$ cat src/rtl/adder_result_capture_if.sv
`default_nettype none
//------------------------------------------------------------------------------
// Module      : adder_result_capture_if
// Description : Bundle between the ripple adder / upstream sequencer, the
//               result capture stage, and the downstream consumer.
//               master : the capture stage (drives busy, result and flags)
//               slave  : the environment (drives start, adder outputs,
//                        out_ready, clear_sticky)
// Signals     : start, subtract_in, sum_in, carryout_in, overflow_in,
//               busy, out_valid, out_ready, result, op_sub, carry_flag,
//               overflow_flag, zero_flag, negative_flag, sticky_overflow,
//               clear_sticky, op_count[15:0]
// Revision    : 1.0 - initial release
//------------------------------------------------------------------------------
interface adder_result_capture_if #(
    parameter int WIDTH = 32
);
    logic             start;
    logic             subtract_in;
    logic [WIDTH-1:0] sum_in;
    logic             carryout_in;
    logic             overflow_in;
    logic             busy;
    logic             out_valid;
    logic             out_ready;
    logic [WIDTH-1:0] result;
    logic             op_sub;
    logic             carry_flag;
    logic             overflow_flag;
    logic             zero_flag;
    logic             negative_flag;
    logic             sticky_overflow;
    logic             clear_sticky;
    logic [15:0]      op_count;

    modport master (
        input  start, subtract_in, sum_in, carryout_in, overflow_in,
               out_ready, clear_sticky,
        output busy, out_valid, result, op_sub, carry_flag, overflow_flag,
               zero_flag, negative_flag, sticky_overflow, op_count
    );

    modport slave (
        output start, subtract_in, sum_in, carryout_in, overflow_in,
               out_ready, clear_sticky,
        input  busy, out_valid, result, op_sub, carry_flag, overflow_flag,
               zero_flag, negative_flag, sticky_overflow, op_count
    );
endinterface
`default_nettype wire

$ cat src/rtl/adder_result_capture.sv
`default_nettype none
//------------------------------------------------------------------------------
// Module      : adder_result_capture
// Description : Clocked stage behind the combinational ripple adder. After a
//               start it waits SETTLE_CYCLES edges for the adder to settle,
//               registers sum and derived flags (C, V, Z, N), and offers them
//               to the consumer through a valid/ready handshake. Keeps a
//               sticky overflow bit and a 16-bit count of accepted results.
// Ports       : clk   - rising-edge clock
//               reset - asynchronous active-high reset, clears all state
//               bus   - adder_result_capture_if.master (see interface)
// Revision    : 1.0 - initial release
//------------------------------------------------------------------------------
module adder_result_capture #(
    parameter int WIDTH         = 32,
    parameter int SETTLE_CYCLES = 64,
    parameter int CNT_W         = 8
) (
    input  wire logic                    clk,
    input  wire logic                    reset,
    adder_result_capture_if.master       bus
);

    localparam logic [1:0] ST_IDLE   = 2'd0;
    localparam logic [1:0] ST_SETTLE = 2'd1;
    localparam logic [1:0] ST_HOLD   = 2'd2;

    localparam logic [CNT_W-1:0] c_cnt_load = CNT_W'(SETTLE_CYCLES - 1);

    logic [1:0]       r_state;
    logic [CNT_W-1:0] r_cnt;
    logic [WIDTH-1:0] r_result;
    logic             r_op_sub;
    logic             r_carry;
    logic             r_overflow;
    logic             r_zero;
    logic             r_negative;
    logic             r_sticky;
    logic [15:0]      r_op_count;

    logic             w_capture;
    logic             w_transfer;

    assign w_capture  = (r_state == ST_SETTLE) && (r_cnt == '0);
    assign w_transfer = (r_state == ST_HOLD) && bus.out_ready;

    always_ff @(posedge clk or posedge reset) begin
        if (reset) begin
            r_state    <= ST_IDLE;
            r_cnt      <= '0;
            r_result   <= '0;
            r_op_sub   <= 1'b0;
            r_carry    <= 1'b0;
            r_overflow <= 1'b0;
            r_zero     <= 1'b0;
            r_negative <= 1'b0;
            r_sticky   <= 1'b0;
            r_op_count <= '0;
        end else begin
            case (r_state)
                ST_IDLE: begin
                    if (bus.start) begin
                        r_state  <= ST_SETTLE;
                        r_cnt    <= c_cnt_load;
                        r_op_sub <= bus.subtract_in;
                    end
                end
                ST_SETTLE: begin
                    if (w_capture) begin
                        r_state    <= ST_HOLD;
                        r_result   <= bus.sum_in;
                        r_carry    <= bus.carryout_in;
                        r_overflow <= bus.overflow_in;
                        r_zero     <= (bus.sum_in == '0);
                        r_negative <= bus.sum_in[WIDTH-1];
                    end else begin
                        r_cnt <= r_cnt - CNT_W'(1);
                    end
                end
                ST_HOLD: begin
                    if (w_transfer) begin
                        r_op_count <= r_op_count + 16'd1;
                        // A start coinciding with the transfer launches the
                        // next operation immediately; otherwise it is dropped.
                        if (bus.start) begin
                            r_state  <= ST_SETTLE;
                            r_cnt    <= c_cnt_load;
                            r_op_sub <= bus.subtract_in;
                        end else begin
                            r_state <= ST_IDLE;
                        end
                    end
                end
                default: r_state <= ST_IDLE;
            endcase

            // Setting has priority over clearing on the same edge so an
            // overflow is never lost.
            if (w_capture && bus.overflow_in) begin
                r_sticky <= 1'b1;
            end else if (bus.clear_sticky) begin
                r_sticky <= 1'b0;
            end
        end
    end

    // busy and out_valid are pure decodes of the state register, so the
    // asynchronous reset removes them without waiting for a clock edge.
    assign bus.busy            = (r_state != ST_IDLE);
    assign bus.out_valid       = (r_state == ST_HOLD);
    assign bus.result          = r_result;
    assign bus.op_sub          = r_op_sub;
    assign bus.carry_flag      = r_carry;
    assign bus.overflow_flag   = r_overflow;
    assign bus.zero_flag       = r_zero;
    assign bus.negative_flag   = r_negative;
    assign bus.sticky_overflow = r_sticky;
    assign bus.op_count        = r_op_count;

endmodule
`default_nettype wire
$ cat src/flat_wrapper.sv
// flat-port wrapper written by rule: the top's interface ports become plain ports
module adder_result_capture_flat 
#(
    parameter int WIDTH         = 32,
    parameter int SETTLE_CYCLES = 64,
    parameter int CNT_W         = 8
)
  (clk, reset, bus_start, bus_subtract_in, bus_sum_in, bus_carryout_in, bus_overflow_in, bus_out_ready, bus_clear_sticky, bus_busy, bus_out_valid, bus_result, bus_op_sub, bus_carry_flag, bus_overflow_flag, bus_zero_flag, bus_negative_flag, bus_sticky_overflow, bus_op_count);
  adder_result_capture_if #(.WIDTH(WIDTH)) bus_i ();
  input  wire logic clk;
  input  wire logic reset;
  input wire logic [$bits(bus_i.start)-1:0] bus_start;
  input wire logic [$bits(bus_i.subtract_in)-1:0] bus_subtract_in;
  input wire logic [$bits(bus_i.sum_in)-1:0] bus_sum_in;
  input wire logic [$bits(bus_i.carryout_in)-1:0] bus_carryout_in;
  input wire logic [$bits(bus_i.overflow_in)-1:0] bus_overflow_in;
  input wire logic [$bits(bus_i.out_ready)-1:0] bus_out_ready;
  input wire logic [$bits(bus_i.clear_sticky)-1:0] bus_clear_sticky;
  output wire logic [$bits(bus_i.busy)-1:0] bus_busy;
  output wire logic [$bits(bus_i.out_valid)-1:0] bus_out_valid;
  output wire logic [$bits(bus_i.result)-1:0] bus_result;
  output wire logic [$bits(bus_i.op_sub)-1:0] bus_op_sub;
  output wire logic [$bits(bus_i.carry_flag)-1:0] bus_carry_flag;
  output wire logic [$bits(bus_i.overflow_flag)-1:0] bus_overflow_flag;
  output wire logic [$bits(bus_i.zero_flag)-1:0] bus_zero_flag;
  output wire logic [$bits(bus_i.negative_flag)-1:0] bus_negative_flag;
  output wire logic [$bits(bus_i.sticky_overflow)-1:0] bus_sticky_overflow;
  output wire logic [$bits(bus_i.op_count)-1:0] bus_op_count;
  assign bus_i.start = bus_start;
  assign bus_i.subtract_in = bus_subtract_in;
  assign bus_i.sum_in = bus_sum_in;
  assign bus_i.carryout_in = bus_carryout_in;
  assign bus_i.overflow_in = bus_overflow_in;
  assign bus_i.out_ready = bus_out_ready;
  assign bus_i.clear_sticky = bus_clear_sticky;
  assign bus_busy = bus_i.busy;
  assign bus_out_valid = bus_i.out_valid;
  assign bus_result = bus_i.result;
  assign bus_op_sub = bus_i.op_sub;
  assign bus_carry_flag = bus_i.carry_flag;
  assign bus_overflow_flag = bus_i.overflow_flag;
  assign bus_zero_flag = bus_i.zero_flag;
  assign bus_negative_flag = bus_i.negative_flag;
  assign bus_sticky_overflow = bus_i.sticky_overflow;
  assign bus_op_count = bus_i.op_count;
  adder_result_capture #(.WIDTH(WIDTH), .SETTLE_CYCLES(SETTLE_CYCLES), .CNT_W(CNT_W)) u_core (.clk(clk), .reset(reset), .bus(bus_i));
endmodule
$ cat config.mk
export PLATFORM = sky130hd
export DESIGN_NAME = adder_result_capture_flat
export DESIGN_NICKNAME = d
export VERILOG_FILES = /design/src/rtl/adder_result_capture_if.sv /design/src/rtl/adder_result_capture.sv /design/src/flat_wrapper.sv
export SDC_FILE = /design/constraint.sdc
export NUM_CORES = 1
export LEC_CHECK = 0
export ABC_CLOCK_PERIOD_IN_PS = 2260
export CAP_MARGIN = 5
export CORE_MARGIN = 3
export CORE_UTILIZATION = 30
export DETAILED_ROUTE_END_ITERATION = 12
export PLACE_DENSITY = 0.65
export SETUP_SLACK_MARGIN = 0.2
export SYNTH_ARGS = -nofsm -noshare
export SYNTH_HDL_FRONTEND = slang
export SYNTH_SLANG_ARGS = --single-unit
$ cat constraint.sdc
create_clock -name clk -period 2.26 [get_ports clk]
set_input_delay 0.226 -clock clk [delete_from_list [all_inputs] [get_ports clk]]
set_output_delay 0.226 -clock clk [all_outputs]
set_load 0.02 [all_outputs]
==> out/metrics.cfg <==
[layout]
fill_cells = 809
layout_common_cells = 95 x clkdlybuf4s50_1, 63 x dfrtp_1, 30 x mux2_2, 14 x nand2_1
drive_above_1_share_pct = 18.8
regArea_sq_um = 1580
multi_input_area_sq_um = 1090
syn2layout_area_growth_pct = 47.0
final_area_sq_um = 4030
final_common_cell = clkdlybuf4s50_1
nets = 359
antenna_cells = 0

[drt]
drc = 0
wl_per_cell_um = 14.5
drt_iter0_drc = 49
dr.pass1.iters = 4
vias_per_cell = 4.75
wl_mm = 6.22
num_vias = 2035
postRouteAntennaNets = 0

[critical_path]
crit_family = buffers and inverters
crit_buf_inv = 1
crit_required_ns = 2.03
arrival_ns = 1.69
start_kind = flop
crit_slowest_cell = clkdlybuf4s50_1
cp_max_fo = 7
crit_type = reg -> out
worstSetupEndpointType = output port
critical_path.cell_chain = nor2b_1 -> clkdlybuf4s50_1
max_stage_delay_ns = 0.66

[placed_design]
io_buffers = 95
place_congestion = 0.774
placed_area_sq_um = 3830
dpl.hpwl_mm = 4.55

[global_route]
grt_usage_pct = 12.9
grt_max_degree = 64
antenna_found_initial = 0
grt_pass1_wl_mm = 10.4
grt_pass1_vias = 2133
overflow = 0

[power_and_ir_drop]
powerDensity_nw_per_um2 = 684
power_leakage_nw = 1.67
vdd_drop_max_v = 0.000290

[cts]
holdBufCountCts = 0
post_cts_buffers = 0
cts_tree = built
clk_pin_slew_ns = 0.07
htree_levels = 3
cts.repair.resized = 0
worstSkewPairLatency_ns = 0.33
clock_sinks = 63
clk_path_buf_depth = 2
cts_buffers = 9
cts-root-buf = clkbuf_8

[timing]
max_freq_ghz = 0.522
tightest_slew_ns = 0.434
slew_viol_final = 0
post-route-period-util_pct = 84.8
setup_viol = 0
min_period_ns = 1.92
finalHoldViolCount = 0
timing.slew.headroom_pct = 71.0
rsz0062_at_grt = no
skew_ns = 0.00795
fin_tns_setup_ns = 0

[synthesis]
synth-xor-area-share_pct = 5.44
muxShareOfSynthArea_pct = 14.9
synthAdderAreaFrac_pct = 1.37
avgSynthCellArea_sq_um = 12.8
synth_compound_area_share_pct = 3.66
netlist_area_sq_um = 2740
syn-num-nets = 257
yosysWarnings = 0
synth_seq_area_share_pct = 57.6
synth_top_family_by_area = multiplexers
synthSimpleGateAreaFrac_pct = 14.3
synth_seq_cells = 63
syn_inst = 214
synthDistinctLibCells = 43

[worst_hold_path]
hp-class = in -> async

[floorplanning]
num_rows = 34
core_area_sq_um = 8810
die_area_sq_um = 10300
die_height_um = 102
io_pins = 96
die_w_um = 102
initial_core_util_pct = 31.1

[run]
max_cap_viol_count = 0

[status]
outcome = finished clean

-- through the flow --
stage / power, mW / utilization (%) / hold slack [ns] / setup WS [ns] / std cells
after global placement: 1.78 / 43.5 / 0.463 / 0.457 / 413
after global routing: 2.91 / 45.7 / 0.307 / 0.237 / 428
final: 2.75 / 45.7 / 0.293 / 0.343 / 428
after CTS: 2.80 / 45.7 / 0.298 / 0.322 / 428
after detailed placement: 1.80 / 43.5 / 0.462 / 0.440 / 413
after floorplan: 1.57 / - / 0.331 / 0.464 / 214
-- report_power, final --
part           internal, mW  leakage (nW)  switching (mW)
clock network         0.562        0.0985           0.418
logic                 0.243         0.816           0.223
registers              1.22         0.756          0.0886
total                  2.02          1.67           0.729
-- final cells by class --
class,instances,share of cell area [%]
sequential,63,39.2
multi-input combinational,136,27.1
timing repair buffer,97,24.6
clock buffer,12,3.85
tap,108,3.36
clock inverter,3,1.06
inverter,9,0.839
-- Yosys cell counts --
library cell / count / area, sq um
dfrtp_1: 63 / 1580
mux2_2: 30 / 338
nand2_1: 14 / 52.6
xnor2_1: 11 / 96.3
inv_1: 9 / 33.8
nor4_1: 9 / 56.3
nand3_1: 7 / 35.0
nor2_1: 7 / 26.3
nand4_1: 6 / 37.5
xor2_1: 6 / 52.6
mux2_4: 4 / 60.1
nor3_1: 4 / 20.0
buf_2: 3 / 15.0
ha_1: 3 / 37.5
o21ai_0: 3 / 15.0
a211oi_1: 2 / 15.0
a31oi_1: 2 / 12.5
and2_1: 2 / 12.5
buf_4: 2 / 15.0
nand3b_1: 2 / 15.0
o211ai_1: 2 / 15.0
or2_2: 2 / 12.5
a21boi_1: 1 / 7.51
a21oi_1: 1 / 5.00
and2b_1: 1 / 7.51
and3_1: 1 / 6.26
and3b_1: 1 / 8.76
and4_1: 1 / 8.76
and4b_1: 1 / 10.0
buf_6: 1 / 11.3
mux2i_1: 1 / 10.0
nand2b_1: 1 / 6.26
nor2b_1: 1 / 6.26
nor3_2: 1 / 10.0
nor3b_2: 1 / 12.5
nor4_2: 1 / 12.5
nor4b_1: 1 / 8.76
o21ai_4: 1 / 16.3
o22ai_1: 1 / 6.26
o31ai_1: 1 / 7.51
or3_1: 1 / 6.26
or3b_2: 1 / 8.76
or4_4: 1 / 11.3
-- layer usage --
layer  global-route usage [%]  vias to the layer above  part of all wire (%)
li1                         -                      969                     -
met1                     16.6                     1007                    45
met2                     20.1                       51                    48
met3                     4.75                        8                   5.8
met4                     4.60                        0                   1.2
met5                        0                        -                     0
-- logic make-up (layout without fill, tap and decap cells) --
kind of cell,count (synthesis),count (layout)
adders and majority gates,3,3
muxes,35,35
AOI/OAI and AO/OA,14,14
xor gates and xnor gates,17,17
buffers and inverters,15,121
DFF,63,63
and+or+nand+nor,67,67
-- worst paths after layout --
| check | from | to | slack, ns | cells after the start |
|---|---|---|---|---|
| max | u_core.r_state[1] | bus_out_valid | 0.34 | 2 |
| min reg2reg | u_core.bus.op_sub | u_core.bus.op_sub | 0.48 | 2 |
| min in group clk | bus_subtract_in | u_core.bus.op_sub | 0.44 | 3 |
| max in group asynchronous | reset | u_core.bus.op_sub | 1.70 | 3 |
| max reg2reg | u_core.r_cnt[0] | u_core.r_cnt[4] | 0.52 | 6 |
| min | reset | u_core.bus.op_count[12] | 0.29 | 3 |
-- sequential cells by signal, indices dropped and copies added (netlist names) --
name and count:
u_core.bus.carry_flag 1, u_core.bus.op_count 16, u_core.bus.op_sub 1, u_core.bus.overflow_flag 1
u_core.bus.result 32, u_core.bus.sticky_overflow 1, u_core.bus.zero_flag 1, u_core.r_cnt 8
u_core.r_state 2
-- worst register-to-register path: cells and delay by family, from the launching register on --
family	cells	cell delay, ns
buffers and inverters	1	0.11
AO/OA/AOI/OAI	1	0.22
XOR/XNOR	1	0.17
adder cells (fa/ha/maj)	1	0.16
AND/OR/NAND/NOR	2	0.56
flip-flops	1	0.40
No activity file was read; power rests on OpenSTA's default activity.
